`src/rtl/packed_array_serializer_if.sv`:
```
// Handshake bundle for packed_array_serializer.
//   Upstream side : i_valid, i_data (whole [N-1:0][W-1:0] array), o_ready
//   Downstream side: o_valid, o_data, o_index, o_last, i_ready
//   Status        : o_busy (an array is held)
// slave modport is the serializer; master modport is whoever drives it.
interface packed_array_serializer_if #(
  parameter int N  = 10,
  parameter int W  = 20,
  parameter int IW = (N > 1) ? $clog2(N) : 1
);
  logic                  i_valid;
  logic                  o_ready;
  logic [N-1:0][W-1:0]   i_data;
  logic                  o_valid;
  logic                  i_ready;
  logic [W-1:0]          o_data;
  logic [IW-1:0]         o_index;
  logic                  o_last;
  logic                  o_busy;

  modport slave (
    input  i_valid, i_data, i_ready,
    output o_ready, o_valid, o_data, o_index, o_last, o_busy
  );

  modport master (
    output i_valid, i_data, i_ready,
    input  o_ready, o_valid, o_data, o_index, o_last, o_busy
  );
endinterface

```
`src/rtl/packed_array_serializer.sv`:
```
// packed_array_serializer
// Captures a packed [N-1:0][W-1:0] array in one valid/ready beat and emits
// its N elements one per accepted beat, MSB element first by default
// (LSB_FIRST=1 reverses the order).
// Ports:
//   i_clk  - clock, rising edge
//   i_rst  - asynchronous active-high reset
//   bus    - packed_array_serializer_if.slave: i_valid/o_ready/i_data in,
//            o_valid/i_ready/o_data/o_index/o_last out, o_busy status
// All outputs come from registers; only o_ready also looks at i_ready, so a
// new array can be taken on the final beat of the current one.
module packed_array_serializer #(
  parameter  int N         = 10,
  parameter  int W         = 20,
  parameter  int LSB_FIRST = 0,
  localparam int IW        = (N > 1) ? $clog2(N) : 1
) (
  input  logic                          i_clk,
  input  logic                          i_rst,
  packed_array_serializer_if.slave      bus
);

  typedef enum logic {IDLE, SEND} state_t;

  localparam logic [IW-1:0] TOP_IDX   = IW'(N - 1);
  localparam logic [IW-1:0] FIRST_IDX = (LSB_FIRST != 0) ? '0 : TOP_IDX;
  localparam logic [IW-1:0] LAST_IDX  = (LSB_FIRST != 0) ? TOP_IDX : '0;

  state_t               state_q;
  logic [N-1:0][W-1:0]  arr_q;
  logic [IW-1:0]        idx_q;

  logic sending, last, fire, cap;

  assign sending = (state_q == SEND);
  assign last    = sending && (idx_q == LAST_IDX);
  assign fire    = sending && bus.i_ready;
  // Ready on the final accepted beat too: that is what makes arrays
  // stream back-to-back without a bubble.
  assign bus.o_ready = (state_q == IDLE) || (fire && last);
  assign cap         = bus.i_valid && bus.o_ready;

  assign bus.o_valid = sending;
  assign bus.o_busy  = sending;
  assign bus.o_last  = last;
  assign bus.o_index = idx_q;
  assign bus.o_data  = arr_q[idx_q];

  always_ff @(posedge i_clk or posedge i_rst) begin
    if (i_rst) begin
      state_q <= IDLE;
      arr_q   <= '0;
      idx_q   <= '0;
    end else if (cap) begin
      // Covers both the idle capture and the capture on a final beat.
      state_q <= SEND;
      arr_q   <= bus.i_data;
      idx_q   <= FIRST_IDX;
    end else if (fire) begin
      if (last) begin
        state_q <= IDLE;
      end else if (LSB_FIRST != 0) begin
        idx_q <= idx_q + 1'b1;
      end else begin
        idx_q <= idx_q - 1'b1;
      end
    end
  end

endmodule

```
`src/flat_wrapper.sv`:
```
// flat-port wrapper written by rule: the top's interface ports become plain ports
module packed_array_serializer_flat 
#(
  parameter  int N         = 10,
  parameter  int W         = 20,
  parameter  int LSB_FIRST = 0,
  localparam int IW        = (N > 1) ? $clog2(N) : 1
)
  (i_clk, i_rst, bus_i_valid, bus_i_data, bus_i_ready, bus_o_ready, bus_o_valid, bus_o_data, bus_o_index, bus_o_last, bus_o_busy);
  packed_array_serializer_if #(.N(N), .W(W)) bus_i ();
  input  logic i_clk;
  input  logic i_rst;
  input wire logic [$bits(bus_i.i_valid)-1:0] bus_i_valid;
  input wire logic [$bits(bus_i.i_data)-1:0] bus_i_data;
  input wire logic [$bits(bus_i.i_ready)-1:0] bus_i_ready;
  output wire logic [$bits(bus_i.o_ready)-1:0] bus_o_ready;
  output wire logic [$bits(bus_i.o_valid)-1:0] bus_o_valid;
  output wire logic [$bits(bus_i.o_data)-1:0] bus_o_data;
  output wire logic [$bits(bus_i.o_index)-1:0] bus_o_index;
  output wire logic [$bits(bus_i.o_last)-1:0] bus_o_last;
  output wire logic [$bits(bus_i.o_busy)-1:0] bus_o_busy;
  assign bus_i.i_valid = bus_i_valid;
  assign bus_i.i_data = bus_i_data;
  assign bus_i.i_ready = bus_i_ready;
  assign bus_o_ready = bus_i.o_ready;
  assign bus_o_valid = bus_i.o_valid;
  assign bus_o_data = bus_i.o_data;
  assign bus_o_index = bus_i.o_index;
  assign bus_o_last = bus_i.o_last;
  assign bus_o_busy = bus_i.o_busy;
  packed_array_serializer #(.N(N), .W(W), .LSB_FIRST(LSB_FIRST)) u_core (.i_clk(i_clk), .i_rst(i_rst), .bus(bus_i));
endmodule
```
`config.mk`:
```
export PLATFORM = sky130hd
export DESIGN_NAME = packed_array_serializer_flat
export DESIGN_NICKNAME = d
export VERILOG_FILES = /design/src/rtl/packed_array_serializer_if.sv /design/src/rtl/packed_array_serializer.sv /design/src/flat_wrapper.sv
export SDC_FILE = /design/constraint.sdc
export NUM_CORES = 1
export LEC_CHECK = 0
export BUFFER_PORTS_ARGS = -buffer_cell sky130_fd_sc_hd__buf_2
export CORE_ASPECT_RATIO = 1.4
export CORE_UTILIZATION = 55
export DETAILED_ROUTE_END_ITERATION = 7
export GPL_TIMING_DRIVEN = 0
export PLACE_DENSITY_LB_ADDON = 0.25
export RECOVER_POWER = 50
export SETUP_SLACK_MARGIN = 0.05
export SYNTH_ARGS = -nofsm -noshare
export SYNTH_HDL_FRONTEND = slang
export SYNTH_SLANG_ARGS = --single-unit
export TNS_END_PERCENT = 50
```
`constraint.sdc`:
```
create_clock -name i_clk -period 8.4 [get_ports i_clk]
set_input_delay 0.42 -clock i_clk [delete_from_list [all_inputs] [get_ports i_clk]]
set_output_delay 0.42 -clock i_clk [all_outputs]
set_load 0.02 [all_outputs]
```
==> run_results.csv <==
group,metric,value,unit
outcome,status,"complete, but fails checks",
outcome,failed_checks,"capacitance limit, slew limit",
global_route,grt_usage,0.268,
logic_synthesis,ys_types,33,
pwr,p_int,3.34,mW
detailed_routing,drc_errors,0,
pwr,power,4.97,mW
setup_path,cp_common_cell,"clkbuf_1",
min_path,hold_path_depth,2,
setup_path,cp-start-kind,"flop",
pwr,seqPwrFrac,0.356,
cells_and_area,syn2layout_area_growth,21.3,%
timing,hold_ws,149,ps
timing,finalSetupViolCount,0,
setup_path,cp_max_fo,10,
pwr,p_switching,1.63,mW
pwr,p_sw_frac,0.328,
clocking,cts_hold_buf,0,
detailed_routing,wirelength,26000,um
timing,finalClockSkew,9.56,ps
setup_path,crit_required,7980,ps
logic_synthesis,synth.avg_cell_area,16.1,um^2
detailed_routing,num_vias,6447,
global_route,overflow,0,
setup_path,crit_arrival,4060,ps
setup_path,worst-r2r-setup-slack,4230,ps
clocking,clock_latency,500,ps
logic_synthesis,yosysWarnings,0,
timing,slew_headroom,-2.76,
detailed_routing,viasPerCell,5.53,
timing,rsz0062_at_grt,"false",
detailed_routing,wire_per_inst,22.3,um
setup_path,slowest_stage,"clkbuf_1",
pwr,vdd_drop_max,0.208,mV
clocking,clockRootBuffer,"clkbuf_16",
clocking,post_cts_buffers,0,
cells_and_area,final_common_cell,"buf_2",
global_route,grt_pass1_wl,39300,um
global_route,first_global_vias,6949,
placement,routabilityCongestion,0.825,
clocking,numClockSinks,205,
detailed_routing,drtAntennaViolNets,0,
floorplan,num_rows,59,
floorplan,dieArea,19500,um^2
placement,dp_hpwl,18700,um
pwr,comb_power_share,0.440,
floorplan,die_h,165,um
setup_path,critical_path.cell_chain,"clkbuf_1 > clkbuf_1 > clkbuf_1 > clkbuf_1 > inv_1 > ha_1 > nand2b_4 > nor2_1 > and2_1 > buf_2",
timing,maxSlewViolCount,129,
floorplan,start_util,0.561,
logic_synthesis,syn_area,10400,um^2
clocking,htreeDepth,1,
timing,hold_viol,0,
timing,tightest_slew,5610,ps
cells_and_area,final_cell_mix,"229 x buf_2, 205 x dfrtp_1, 200 x mux2_4, 56 x mux2i_1, 39 x o22ai_1",
floorplan,die_w,118,um
min_path,min_to,"u_core.arr_q[78]",
setup_path,critPathCaptureType,"output pin",
clocking,numCtsBuffers,21,
detailed_routing,dr.pass1.iters,4,
placement,numPortBuffers,231,
setup_path,rr_endpoint,"u_core.arr_q[187]",
logic_synthesis,syn_inst,649,
setup_path,max_stage_delay,700,ps
detailed_routing,drt_iter0_drc,320,
clocking,post_cts_resized,0,
pwr,power.share.clock,0.204,
timing,min_period,4480,ps
floorplan,core_area,18600,um^2
setup_path,crit_type,"reg2out",
logic_synthesis,yosysSeqAreaShare,0.492,
min_path,hp-class,"in2reg",
cells_and_area,drive_gt1_frac,0.577,
timing,fin_crit_sh,0.533,
timing,max_freq,223,MHz
logic_synthesis,ys_seq_elements,205,
run,max_cap_viol_count,1,
clocking,max-clock-path-buffers,3,
setup_path,r2r_cells,12,
clocking,cts_tree,"built",
pwr,p_leak,6.69,nW
floorplan,boundaryPins,232,
min_path,hp-start,"bus_i_data[78]",
clocking,cts.clk_slew.worst_paths,60,ps
pwr,power.density,393,nW/um^2
placement,dpl_worst_slack,5410,ps
timing,fin_ws,3920,ps
logic_synthesis,syn_nets,855,
timing,tns,0,ps
global_route,grt_max_degree,129,
cells_and_area,fin_util,0.680,
setup_path,rr_startpoint,"u_core.bus.o_index[0]",
cells_and_area,layout.nets,1110,
global_route,antenna_found_initial,5,
-- per-layer routing --
| layer | routed length (um) | global-route usage | part of all wire | vias up |
|---|---|---|---|---|
| li1 | - | - | - | 2890 |
| met1 | 10700 | 0.334 | 0.41 | 3277 |
| met2 | 12900 | 0.462 | 0.50 | 215 |
| met3 | 1380 | 0.0466 | 0.053 | 63 |
| met4 | 990 | 0.113 | 0.038 | 2 |
| met5 | 8 | 0 | 0.00031 | - |
-- registers in the layout (all words and copies together) (netlist names) --
name / cells
u_core.arr_q: 200
u_core.bus.o_busy: 1
u_core.bus.o_index: 4
-- stage by stage --
step | std cells | cell area [um^2]
5_1_grt | 1164 | 12600
2_1_floorplan | 649 | 10400
4_1_cts | 1162 | 12700
3_3_place_gp | 1124 | 11900
6_report | 1166 | 12700
3_5_place_dp | 1125 | 11900
-- cells in the mapped netlist, drive strengths merged --
library cell    n  share of area
o21bai          1        0.00072
nand2           5         0.0025
buf            40          0.053
mux2i          56          0.054
dfrtp         205           0.49
and2            1        0.00060
or3b            1        0.00084
o22ai          39          0.023
a22oi           1        0.00072
nor2           23         0.0083
nand3           4         0.0019
a21oi           2        0.00096
mux2          222           0.31
inv             3         0.0011
or2             1        0.00060
a22o            1        0.00084
clkbuf          9         0.0032
or2b            1        0.00072
mux4           11          0.024
o31ai           1        0.00072
o22a            1        0.00084
nand2b          6         0.0043
o21ai           2         0.0020
ha              2         0.0024
o32ai          11         0.0092
-- cell families (layout without fill, tap and decap cells) --
group,after synthesis,after routing,synth area share
buffers and inverters,52,321,0.0577
muxes,289,289,0.389
other,0,4,0
adders and majority gates,2,2,0.00240
AOI/OAI and AO/OA,59,59,0.0395
and+or+nand+nor,42,42,0.0198
DFF,205,205,0.492
-- power groups by stage --
stage          clock (mW)  sequential (mW)  combinational (mW)
4_1_cts              1.03             1.76                2.20
3_3_place_gp            0             1.75                2.15
5_1_grt              1.07             1.82                2.32
3_5_place_dp            0             1.77                2.18
2_1_floorplan           0             1.68                1.70
6_report             1.02             1.77                2.19
-- worst max-delay path by stage --
| stage | from | to | slack [ps] | cells past startpoint |
|---|---|---|---|---|
| floorplan | i_rst | u_core.arr_q[0] | 2380 | 1 |
| global placement | i_rst | u_core.arr_q[21] | 120 | 2 |
| detailed placement | u_core.bus.o_index[0] | u_core.arr_q[73] | 5410 | 12 |
| CTS | u_core.bus.o_index[0] | bus_o_last | 5080 | 10 |
| global route | i_rst | u_core.arr_q[41] | 3290 | 2 |
| finish | u_core.bus.o_index[0] | bus_o_last | 3920 | 10 |
-- critical path: cells and delay by family, from the launching register on --
| kind | cells | cell delay, ps |
|---|---|---|
| DFF | 1 | 390 |
| adders and majority gates | 1 | 300 |
| buffers and inverters | 6 | 2540 |
| and+or+nand+nor | 3 | 340 |
-- final cells by class --
cell class                      count  area (um^2)
Fill cell                        1421         5950
Sequential cell                   205         5130
Multi-Input combinational cell    392         4700
Timing Repair Buffer              232         1170
Clock buffer                       28          592
Buffer                             49          576
Tap cell                          244          305
Clock inverter                      9          151
Inverter                            3         12.5
Antenna cell                        4         10.0
Power figures use the tool's default switching activity.
